File: config.mk
export PLATFORM = sky130hd
export DESIGN_NAME = mips_lsu
export DESIGN_NICKNAME = d
export VERILOG_FILES = /design/src/rtl/mips_lsu.sv
export SDC_FILE = /design/constraint.sdc
export NUM_CORES = 1
export LEC_CHECK = 0
export ABC_AREA = 1
export BUFFER_PORTS_ARGS = -buffer_cell sky130_fd_sc_hd__buf_2
export CAP_MARGIN = 5
export CORE_MARGIN = 4
export CORE_UTILIZATION = 56
export DETAILED_ROUTE_END_ITERATION = 8
export GPL_TIMING_DRIVEN = 0
export PLACE_DENSITY = 0.95
export SETUP_SLACK_MARGIN = 0.02
export SKIP_LAST_GASP = 1
export SLEW_MARGIN = 25
export SYNTH_ARGS = -nofsm -noshare
export SYNTH_HDL_FRONTEND = slang
export SYNTH_SLANG_ARGS = --single-unit
export TNS_END_PERCENT = 20
File: constraint.sdc
create_clock -name clk -period 9.14 [get_ports clk]
set_input_delay 1.371 -clock clk [delete_from_list [all_inputs] [get_ports clk]]
set_output_delay 1.371 -clock clk [all_outputs]
set_load 0.05 [all_outputs]
File: src/rtl/mips_lsu.sv
// mips_lsu: load/store unit feeding the MIPS data memory (one access per request).
// Optional LSU_STATS_EN adds saturating load/store/fault counters.
`ifndef MEM_READ8S
`define MEM_READ8S  4'h1
`define MEM_READ8U  4'h2
`define MEM_READ16S 4'h3
`define MEM_READ16U 4'h4
`define MEM_READ32  4'h5
`define MEM_WRITE8  4'h6
`define MEM_WRITE16 4'h7
`define MEM_WRITE32 4'h8
`endif

module mips_lsu #(
    parameter int          W       = 32,
    parameter int          L       = 6,
    parameter logic [3:0]  IDLE_OP = 4'h0
) (
    input  logic          clk,
    input  logic          rst,
    input  logic          req_valid,
    output logic          req_ready,
    input  logic [3:0]    req_op,
    input  logic [31:0]   req_base,
    input  logic [15:0]   req_offset,
    input  logic [W-1:0]  req_wdata,
    input  logic [4:0]    req_rd,
    output logic [3:0]    mem_source,
    output logic [31:0]   addr,
    output logic [W-1:0]  data_in,
    input  logic [W-1:0]  data_out,
    output logic          resp_valid,
    input  logic          resp_ready,
    output logic [W-1:0]  resp_data,
    output logic [4:0]    resp_rd,
    output logic          resp_we,
`ifdef LSU_STATS_EN
    output logic [31:0]   stat_loads,
    output logic [31:0]   stat_stores,
    output logic [31:0]   stat_faults,
`endif
    output logic [1:0]    resp_exc
);

    typedef enum logic [1:0] {IDLE, ACCESS, RESP} state_t;

    localparam logic [32:0] MEM_BYTES = 33'd4 << L;

    state_t      state, state_nxt;
    logic [3:0]  op_q;
    logic [4:0]  rd_q;
    logic [31:0] ea_nxt;
    logic [1:0]  fault_nxt;
    logic        accept;
    logic        op_rd, op_wr, op_h, op_w;
    logic        q_rd;

    assign req_ready  = (state == IDLE) | ((state == RESP) & resp_ready);
    assign accept     = req_valid & req_ready;
    assign ea_nxt     = req_base + {{16{req_offset[15]}}, req_offset};
    assign mem_source = (state == ACCESS) ? op_q : IDLE_OP;

    // classify the incoming op by direction and access size
    always_comb begin
        op_rd = 1'b0;
        op_wr = 1'b0;
        op_h  = 1'b0;
        op_w  = 1'b0;
        case (req_op)
            `MEM_READ8S,
            `MEM_READ8U:  op_rd = 1'b1;
            `MEM_READ16S,
            `MEM_READ16U: begin op_rd = 1'b1; op_h = 1'b1; end
            `MEM_READ32:  begin op_rd = 1'b1; op_w = 1'b1; end
            `MEM_WRITE8:  op_wr = 1'b1;
            `MEM_WRITE16: begin op_wr = 1'b1; op_h = 1'b1; end
            `MEM_WRITE32: begin op_wr = 1'b1; op_w = 1'b1; end
            default:      op_rd = 1'b0;
        endcase
    end

    // fault code of the request being accepted; illegal/out of range wins
    always_comb begin
        fault_nxt = 2'd0;
        if (!(op_rd | op_wr))
            fault_nxt = 2'd3;
        else if ({1'b0, ea_nxt} >= MEM_BYTES)
            fault_nxt = 2'd3;
        else if ((op_w & (ea_nxt[1:0] != 2'b00)) | (op_h & ea_nxt[0]))
            fault_nxt = op_rd ? 2'd1 : 2'd2;
    end

    // whether the in-flight op is a load
    always_comb begin
        q_rd = 1'b0;
        case (op_q)
            `MEM_READ8S, `MEM_READ8U, `MEM_READ16S,
            `MEM_READ16U, `MEM_READ32: q_rd = 1'b1;
            default:                   q_rd = 1'b0;
        endcase
    end

    // state register
    always_ff @(posedge clk or posedge rst) begin
        if (rst) state <= IDLE;
        else     state <= state_nxt;
    end

    // next state: faults skip the memory cycle
    always_comb begin
        state_nxt = state;
        case (state)
            IDLE, RESP: begin
                if (accept)
                    state_nxt = (fault_nxt != 2'd0) ? RESP : ACCESS;
                else if (state == RESP && resp_ready)
                    state_nxt = IDLE;
            end
            ACCESS:  state_nxt = RESP;
            default: state_nxt = IDLE;
        endcase
    end

    // request capture, memory drive registers and response registers
    always_ff @(posedge clk or posedge rst) begin
        if (rst) begin
            op_q       <= IDLE_OP;
            rd_q       <= '0;
            addr       <= '0;
            data_in    <= '0;
            resp_valid <= 1'b0;
            resp_data  <= '0;
            resp_rd    <= '0;
            resp_we    <= 1'b0;
            resp_exc   <= 2'd0;
        end else begin
            if (accept) begin
                op_q <= req_op;
                rd_q <= req_rd;
                if (fault_nxt == 2'd0) begin
                    addr    <= ea_nxt;
                    data_in <= req_wdata;
                end
            end
            if (state == ACCESS) begin
                resp_valid <= 1'b1;
                resp_data  <= q_rd ? data_out : '0;
                resp_we    <= q_rd;
                resp_exc   <= 2'd0;
                resp_rd    <= rd_q;
            end else if (accept && fault_nxt != 2'd0) begin
                resp_valid <= 1'b1;
                resp_data  <= '0;
                resp_we    <= 1'b0;
                resp_exc   <= fault_nxt;
                resp_rd    <= req_rd;
            end else if (accept || (state == RESP && resp_ready)) begin
                resp_valid <= 1'b0;
            end
        end
    end

`ifdef LSU_STATS_EN
    logic hs;
    assign hs = resp_valid & resp_ready;

    // saturating per-kind counters, bumped on response handshake
    always_ff @(posedge clk or posedge rst) begin
        if (rst) begin
            stat_loads  <= '0;
            stat_stores <= '0;
            stat_faults <= '0;
        end else if (hs) begin
            if (resp_exc != 2'd0) begin
                if (stat_faults != 32'hFFFF_FFFF) stat_faults <= stat_faults + 1;
            end else if (resp_we) begin
                if (stat_loads != 32'hFFFF_FFFF) stat_loads <= stat_loads + 1;
            end else begin
                if (stat_stores != 32'hFFFF_FFFF) stat_stores <= stat_stores + 1;
            end
        end
    end
`endif

endmodule
# Word-level counts from Yosys, hierarchy flattened
# Index checks and enable logic that the tools add are counted.
[word_totals]
out_inout_bits = 110
inputBits = 125
ff_bits = 116
[op_classes]
add_sub_neg = 1
n_lt_le_gt_ge = 1
eq_ne = 16
bitwise = 7
muxes = 26
n_reduce_logical = 16
[ops]
columns = ["cell", "count"]
rows = [
  ["$mux 32", 3],
  ["$add 32x32->32", 1],
  ["$ge 32x9->1 const B", 1],
  ["$eq 4x3->1 const B", 6],
  ["$mux 2", 9],
  ["$eq 4x2->1 const B", 4],
  ["$mux 1", 10],
  ["$mux 5", 2],
  ["$reduce_or 5->1", 2],
  ["$eq 4x1->1 const B", 2],
  ["$reduce_bool 2->1", 3],
  ["$reduce_or 3->1", 2],
  ["$and 1x1->1", 4],
  ["$eq 4x4->1 const B", 1],
  ["$logic_not 2->1", 2],
  ["$mux 4", 1],
  ["$pmux 2 s2", 1],
  ["$reduce_or 2->1", 2],
  ["$ne 3x3->1 const B", 1],
  ["$or 1x1->1", 3],
  ["$reduce_bool 3->1", 1],
  ["$eq 2x1->1 const B", 1],
  ["$eq 2x2->1 const B", 1],
  ["$logic_and 1x1->1", 2],
  ["2 further kinds", 2],
]

# Depth between registers and ports, before layout
# Gate-level depths: netlist of run 1.
[logic_depth]
depth_word = 12
mapped_depth = 22
mapped_depth_nobuf = 21

# Worst setup path after synthesis of run 1
# No wires, ideal clock.
[synth_path]
path_kind = "input port to flip-flop"
start = "input req_base[0]"
end = "register data_in[4]"
path_stages = 21
n_path_buf = 2
t_arrival_ns = 3.562
path_slack_ns = 5.460
setup_ns = 0.118
cell_sequence = "ha_1 inv_1 fa_1 inv_1 nand3_1 nand3_1 nand2_1 nand2_1 nand3_1 nand3_1 nand2_1 nand2_1 nand2_1 nor2_1 nand3_1 nor2_2 nand4_2 buf_6 buf_6 nand2_1 nand2_1"
[synth_between]
elab_chain_len = 9
word_cells_on_any_way = 11
classes_between = "add/sub: 1; order compare: 1; mux: 3; bitwise: 3; reduce/logical: 3"
[synth_lines]
columns = ["element", "line_no", "text"]
rows = [
  ["start: declaration", "24", "input logic [31:0] req_base,"],
  ["$add 32x32->32 (*)", "60", "assign ea_nxt = req_base + {{16{req_offset[15]}}, req_offset};"],
  ["parallel branches: the longest is 4 deep, another holds $ge 32x9->1", "--", ""],
  ["$mux 2 (*)", "87", "else if ({1'b0, ea_nxt} >= MEM_BYTES)"],
  ["$mux 2 (*)", "85", "if (!(op_rd | op_wr))"],
  ["$logic_not 2->1 (*)", "140", "if (fault_nxt == 2'd0) begin"],
  ["$reduce_and 2->1 (no source line) (*)", "--", ""],
  ["end signal: assignment", "142", "data_in <= req_wdata;"],
  ["end: declaration", "30", "output logic [W-1:0] data_in,"],
]
# Every way passes the cells marked *.
# A chain may end at the register's enable or synchronous reset.

# Final worst setup path of run 1
[layout_path]
start = "input req_base[0]"
end = "register resp_rd[2]"
[layout_between]
elab_chain_len = 10
word_cells_on_any_way = 12
classes_between = "add/sub: 1; order compare: 1; mux: 3; bitwise: 3; reduce/logical: 4"
[layout_lines]
columns = ["element", "line_no", "text"]
rows = [
  ["$add 32x32->32 (*)", "60", ""],
  ["parallel branches: the longest is 4 deep, another holds $ge 32x9->1", "--", ""],
  ["$mux 2 (*)", "87", ""],
  ["$mux 2 (*)", "85", ""],
  ["$reduce_bool 2->1 (*)", "151", "end else if (accept && fault_nxt != 2'd0) begin"],
  ["$logic_and 1x1->1 (*)", "151", ""],
  ["$reduce_bool 2->1 (no source line) (*)", "--", ""],
  ["end signal: assignment", "150", "resp_rd <= rd_q;"],
  ["end signal: assignment", "156", "resp_rd <= req_rd;"],
  ["end: declaration", "35", "output logic [4:0] resp_rd,"],
]
# Marks and branches as above.

==> results of run 1 <==
==> cells in the mapped netlist (all sizes together) <==
| library cell | count | area [um2] |
|---|---|---|
| nand2 | 487 | 1830 |
| inv | 182 | 683 |
| dfrtp | 116 | 2900 |
| nand3 | 96 | 490 |
| nor2 | 75 | 292 |
| ha | 31 | 388 |
| o21ai | 26 | 130 |
| a21oi | 21 | 109 |
| clkbuf | 13 | 48.8 |
| buf | 12 | 114 |
| nand4 | 12 | 81.3 |
| xnor2 | 8 | 70.1 |
| nand3b | 4 | 30.0 |
| nor4 | 3 | 25.0 |
| o21bai | 3 | 26.3 |
| a21o | 2 | 15.0 |
| a31oi | 2 | 12.5 |
| o21a | 2 | 15.0 |
| and2 | 1 | 6.26 |
| and3 | 1 | 6.26 |
| clkinv | 1 | 3.75 |
| fa | 1 | 20.0 |
| nor3 | 1 | 10.0 |
| o211ai | 1 | 7.51 |
| xor2 | 1 | 8.76 |
==> logic make-up after synthesis <==
family,count (synthesis)
buffers and inverters,208
AO/OA/AOI/OAI,57
adder cells (fa/ha/maj),32
AND/OR/NAND/NOR,680
flip-flops,116
XOR/XNOR,9
==> per-stage QoR <==
stage / hold WS, ns / cells / power, mW / setup WS, ns
2_1_floorplan: 0.457 / 1102 / 0.732 / 4.70
6_report: 0.462 / 1541 / 1.49 / 5.11
4_1_cts: 0.462 / 1541 / 1.49 / 5.17
3_5_place_dp: 0.446 / 1509 / 0.817 / 4.79
5_1_grt: 0.485 / 1541 / 1.56 / 4.84
3_3_place_gp: 0.443 / 1508 / 0.808 / 3.53
==> power by group <==
group | total, mW | internal, mW | leakage (nW) | switching [mW]
sequential | 0.533 | 0.525 | 1.56 | 0.00804
combinational | 0.284 | 0.0974 | 4.21 | 0.186
clock | 0.676 | 0.431 | 0.288 | 0.245
==> worst max-delay path, delay by kind of cell <==
| kind | cells | cell delay (ns) |
|---|---|---|
| and+or+nand+nor | 17 | 2.05 |
| buffers and inverters | 3 | 0.26 |
| adders and majority gates | 2 | 0.63 |
==> layout make-up <==
type	instances	area, um2
Buffer	25	163
Sequential cell	116	2900
Multi-Input combinational cell	778	3570
Timing Repair Buffer	235	1200
Fill cell	1015	3380
Tap cell	172	215
Clock inverter	14	175
Clock buffer	18	429
Inverter	183	692
==> state kept, by name, indices dropped and copies added, names as in the netlist, 2 cells and up <==
register / cells
addr: 32
data_in: 32
op_q: 4
rd_q: 5
resp_data: 32
resp_exc: 2
resp_rd: 5
state: 2
==> routing by layer <==
layer | routed length (um) | up-vias | track usage
met5 | 16 | - | 0
met4 | 874 | 2 | 0.130
met3 | 2020 | 92 | 0.0903
met2 | 10900 | 389 | 0.515
met1 | 8670 | 3631 | 0.356
li1 | - | 3879 | -
==> final timing paths <==
check / from / end / slack, ns / depth (start not counted)
min in group asynchronous: rst / resp_data[6] / 0.97 / 2
worst min register to register: addr[30] / addr[30] / 0.46 / 2
worst min-delay path: addr[30] / addr[30] / 0.46 / 2
worst max-delay path: req_base[0] / resp_rd[2] / 5.11 / 22
worst max register to register: op_q[2] / resp_data[23] / 7.00 / 9
max in group asynchronous: rst / addr[5] / 7.49 / 3
==> cell usage in the layout (no fill, tap or decap), types with 2 or more instances in the layout <==
cell        instances
inv_1             178
a21oi_1            20
a21o_1              2
buf_6               7
clkbuf_1           14
clkinvlp_4          3
buf_2             235
nand2_1           487
nand3_1            94
clkbuf_16          17
nand4_1            11
buf_4               4
o21a_1              2
clkinv_4            2
clkinv_2            2
inv_6               5
nor2_2              4
bufinv_16           3
o21bai_1            2
ha_1               31
o21ai_0            26
inv_2               3
nor2_1             71
nand3_2             2
xnor2_1             8
nor4_1              2
nand3b_1            4
a31oi_1             2
dfrtp_1           116
==> results by group, run 1 <==
Run status
  – Outcome: finished, final reports clean

STA
  – Worst-Margin Slew: 0.586 ns
  – Final Critical Period: 4.03 ns
  – RSZ-0062 raised after global routing: false
  – Setup violators final: 0
  – Maximum clock frequency: about 250 MHz
  – Clock skew: 0.0122 ns
  – TNS Setup: 0 ns
  – Slew HR: 0.610
  – Fin. max-slew vios: 0
  – Period utilization: 0.441
  – Final hold violation count: 0

GRT
  – Pin count of the biggest net entering global routing: 69
  – First-pass GRT wire length: 35.8 mm
  – Gr ovfl total: 0
  – All-Layer GR Usage: 0.303
  – Antenna violations before repair: 1
  – Number of global-route vias before repair: around 7600

Floorplan
  – Die height: 122 um
  – Initial cell density of the core: 0.576
  – I/O pin total: 235
  – Core ar.: 12700 um2
  – Row count: a little over 40
  – Die area: 15000 um2
  – Die width: 122 um

Clock network
  – Clock Sinks: 116
  – Clock transition at path regs: 0.06 ns
  – CTS tree: yes
  – Hold_buf cts: 0
  – Setup Buffers After CTS: 0
  – Longest Clk Path Bufs: 2
  – Post_cts resized: 0
  – Root Driver: clkbuf_16
  – CTS buffer count: 17
  – H-tree levels: 4
  – Clk_lat worst skew: 0.42 ns

Critical path
  – CP Class: in -> reg
  – CP max-delay cell: fa_1
  – Critical-path cell list: buf_2 -> ha_1 -> inv_1 -> fa_1 -> inv_1 -> nand3_1 -> nand3_1 -> nand2_1 -> nand2_1 -> nand2_1 -> nand2_1 -> nand2_1 -> nand2_1 -> nand2_1 -> nand2_1 -> nand2_1 -> nor2_1 -> nand4_1 -> nand2_1 -> nand2_1 -> nand2_1 -> nand2_1
  – Critical Path RT: 9.43 ns
  – Worst Path Max Fanout: 7
  – Slowest stage delay, CP: 0.41 ns
  – Crit. End Element: flip-flop
  – Critical Path Most Common Cell: nand2_1
  – CP arrival: 4.32 ns
  – Worst setup SP type: input pin

Detailed routing
  – # DRC: 0
  – Vias per std cell: 5.19
  – DRT iter0 DRCs: 814
  – Post-detailed-route count of antenna-violating nets: 0
  – Drt wl/cell: 14.6 um
  – Routed vias: ~8000
  – Final wirelength: roughly 22 mm
  – 1st-pass router iterations: 9

Min path
  – Hold Crit Class: reg -> reg

Power and ir drop
  – Max rail drop VDD: 0.000124 V
  – Power Density: 160 nW/um2
  – P_leak: 6.05 nW

Logic synthesis
  – Post-synthesis mux area share: 0
  – Syn Std Cell Area: between 7000 and 8000 um2
  – Yosys warns: 0
  – Synth Register Bits: roughly 120
  – Syn_nets: around 1300
  – Post-synthesis xor/xnor area fraction: 0.0108
  – Main combinational cell family by area after synthesis: simple AND/OR/NAND/NOR gates
  – Sequential area share after synthesis: 0.396
  – Netlist cell types: 34
  – Post-Syn Instances: about 1100
  – Post-synthesis compound-gate area fraction: 0.0431
  – Post-Synth Simple-Gate Area: 0.378
  – Syn_area_per_cell: approximately 6.6 um2
  – Fraction of the mapped netlist area in adder cells: 0.0557

Finish
  – Antenna diodes: 0
  – Final #Nets: 1513
  – Layout cells sized above 1: 0.214
  – Final cell utilization of the core: 0.735
  – Fin area: 9350 um2
  – Synth-to-Final Area Change: 27.6%

Placed design
  – Final HPWL DP: 16.6 mm
  – Placed cell area: just under 9000 um2
  – RePlAce Congestion: between 0.9 and 1
  – Count of input and output buffers: roughly 230

Job
  – Max_cap viols: 0
Power figures use the tool's default switching activity.
==> inputs of run 2 (changes only) <==
--- a/config.mk
+++ b/config.mk
@@ -9,10 +9,10 @@
 export BUFFER_PORTS_ARGS = -buffer_cell sky130_fd_sc_hd__buf_2
 export CAP_MARGIN = 5
 export CORE_MARGIN = 4
-export CORE_UTILIZATION = 56
+export CORE_UTILIZATION = 47
 export DETAILED_ROUTE_END_ITERATION = 8
 export GPL_TIMING_DRIVEN = 0
-export PLACE_DENSITY = 0.95
+export PLACE_DENSITY = 0.89
 export SETUP_SLACK_MARGIN = 0.02
 export SKIP_LAST_GASP = 1
 export SLEW_MARGIN = 25
==> constraint.sdc (replaced) <==
create_clock -name clk -period 3.5 [get_ports clk]
set_input_delay 0.525 -clock clk [delete_from_list [all_inputs] [get_ports clk]]
set_output_delay 0.525 -clock clk [all_outputs]
set_load 0.05 [all_outputs]
==> results by group, run 2 (same netlist as run 1, synthesis figures left out) <==
Clock network
  – Setup Buffers After CTS: 0
  – Clock transition at path regs: 0.06 ns
  – Clk_lat worst skew: about 0.42 ns
  – Longest Clk Path Bufs: 2
  – CTS buffer count: 17
  – Hold_buf cts: 0
  – Clock Sinks: about 120
  – H-tree levels: 4
  – Root Driver: clkbuf_16
  – CTS tree: yes

Critical path
  – Critical Path RT: ~3.8 ns
  – Flop-to-flop setup slack: 1.44 ns
  – CP max-delay cell: fa_1
  – Crit path from: req_base[0]
  – Critical-path cell list: buf_2 -> ha_1 -> inv_1 -> fa_1 -> inv_1 -> nand3_1 -> nand3_1 -> nand2_1 -> nand2_1 -> nand2_1 -> nand2_1 -> nand2_1 -> nand2_1 -> nand3_1 -> nor2_1 -> nand3_1 -> nor2_2 -> nand4_2 -> buf_6 -> buf_6 -> nand2_1 -> inv_1
  – Buf+Inv Stages, Crit Path: 6
  – Worst Path Max Fanout: 10
  – CP Class: in -> reg
  – Slowest stage delay, CP: ~0.4 ns
  – FF-to-FF path depth: 9
  – Worst setup SP type: input pin
  – Worst Setup EP: addr[17]
  – Delay-heaviest family, CP: simple AND/OR/NAND/NOR gates
  – Crit. End Element: flip-flop
  – Critical Path Most Common Cell: nand2_1
  – Worst r2r dst: resp_data[17]
  – WP depth: 22
  – Reg2reg start: op_q[2]
  – CP arrival: 3.43 ns

GRT
  – GR Layer Usage met2: 0.435
  – All-Layer GR Usage: 0.240
  – Busiest layer in global routing: met2
  – Pin count of the biggest net entering global routing: 34
  – Gr ovfl total: 0
  – First-pass GRT wire length: 34.7 mm
  – Number of global-route vias before repair: 7437
  – Antenna violations before repair: 1
  – GR Util met1: 0.286
  – Met3 Usage GRT: 0.0479

Finish
  – Layout cells sized above 1: 0.215
  – Synth-to-Final Area Change: 29.2%
  – Commonest non-fill, non-tap cells in the layout: 486 x nand2_1, 235 x buf_2, 178 x inv_1
  – Final #Nets: 1515
  – Antenna diodes: 0
  – Biggest registers after layout: addr (32), data_in (32), resp_data (32)
  – Commonest non-fill, non-tap cell in the layout: nand2_1

Floorplan
  – Initial cell density of the core: 0.480
  – Core ar.: 15300 um2
  – Die area: about 18000 um2
  – Die height: 133 um
  – Die width: 133 um
  – Row count: 45
  – I/O pin total: 235

STA
  – RSZ-0062 raised after global routing: true
  – Setup violators final: 0
  – Final hold violation count: 0
  – Hold Slack: 0.168 ns
  – Worst setup margin: 0.373 ns
  – Period utilization: 0.893
  – Worst-Margin Slew: around 0.58 ns
  – Final Critical Period: 3.13 ns
  – Clock skew: 0.00926 ns
  – Slew HR: 0.611
  – Maximum clock frequency: 320 MHz
  – Fin. max-slew vios: 0

Detailed routing
  – Post-detailed-route count of antenna-violating nets: 0
  – DRT iter0 DRCs: 515
  – Final wirelength: 21.3 mm
  – # DRC: 0
  – Vias per std cell: 4.88
  – 1st-pass router iterations: 5
  – Routed vias: 7717
  – Drt wl/cell: about 13 um

Power and ir drop
  – Power Density: ~420 nW/um2
  – P_leak: 6.08 nW
  – Max rail drop VDD: 0.000322 V

Placed design
  – Final HPWL DP: 16.4 mm
  – RePlAce Congestion: 1.00
  – Count of input and output buffers: 234
  – Pre-CTS setup slack: -0.118 ns

Run status
  – Outcome: finished, final reports clean

Min path
  – Hold Crit Class: in -> async

Job
  – Max_cap viols: 0
[run 2: worst reg2reg max path, stage by stage (launching register included)]
cell and delay, ns:
dfrtp_1 0.40, inv_1 0.08, nor4_1 0.28, a31oi_1 0.07, nand2_1 0.07, a31oi_1 0.04
nor2_1 0.34, clkbuf_1 0.45, nand2_1 0.14, nand2_1 0.12
[run 2: area by class of cell]
cell class	count	area [um2]
well taps	211	264
inverters	183	691
plain buffers	25	163
multi-input cells	778	3570
flip-flops and latches	116	2900
fillers	1334	5800
clock inverters	11	175
clock buffers	21	460
repair buffers	237	1230
[run 2: metrics by stage]
stage	utilization	TNS (ns)	area [um2]	power, mW	instances
5_1_grt	0.620	0	9460	4.17	1582
3_3_place_gp	0.574	-0.886	8760	2.11	1547
3_5_place_dp	0.578	-6.48	8820	2.13	1550
4_1_cts	0.620	0	9460	3.99	1582
6_report	0.620	0	9460	3.98	1582
2_1_floorplan	-	0	7330	1.91	1102
[run 2: worst min path at each step]
stage / start / endpoint / slack (ns) / cells after the start
final: rst / data_in[8] / 0.17 / 2
after global routing: rst / addr[31] / 0.21 / 2
after CTS: rst / data_in[8] / 0.18 / 2
after detailed placement: addr[11] / addr[11] / 0.45 / 2
after global placement: addr[12] / addr[12] / 0.44 / 2
after floorplan: state[0] / state[1] / 0.46 / 1
[run 2: report_power, final]
part           switching [mW]  internal [mW]
logic                   0.473          0.257
registers              0.0176           1.37
clock network           0.631           1.23
total                    1.12           2.86
[run 2: timing repair]
item,CTS,global route
gates resized for setup,0,1
setup endpoints to repair,0,26
hold endpoints to repair,0,0
[run 2: per-layer routing]
metal / wire (um) / vias to the layer above
met5: 13 / -
met4: 505 / 2
met3: 1660 / 50
met2: 10700 / 297
met1: 8500 / 3494
li1: - / 3874
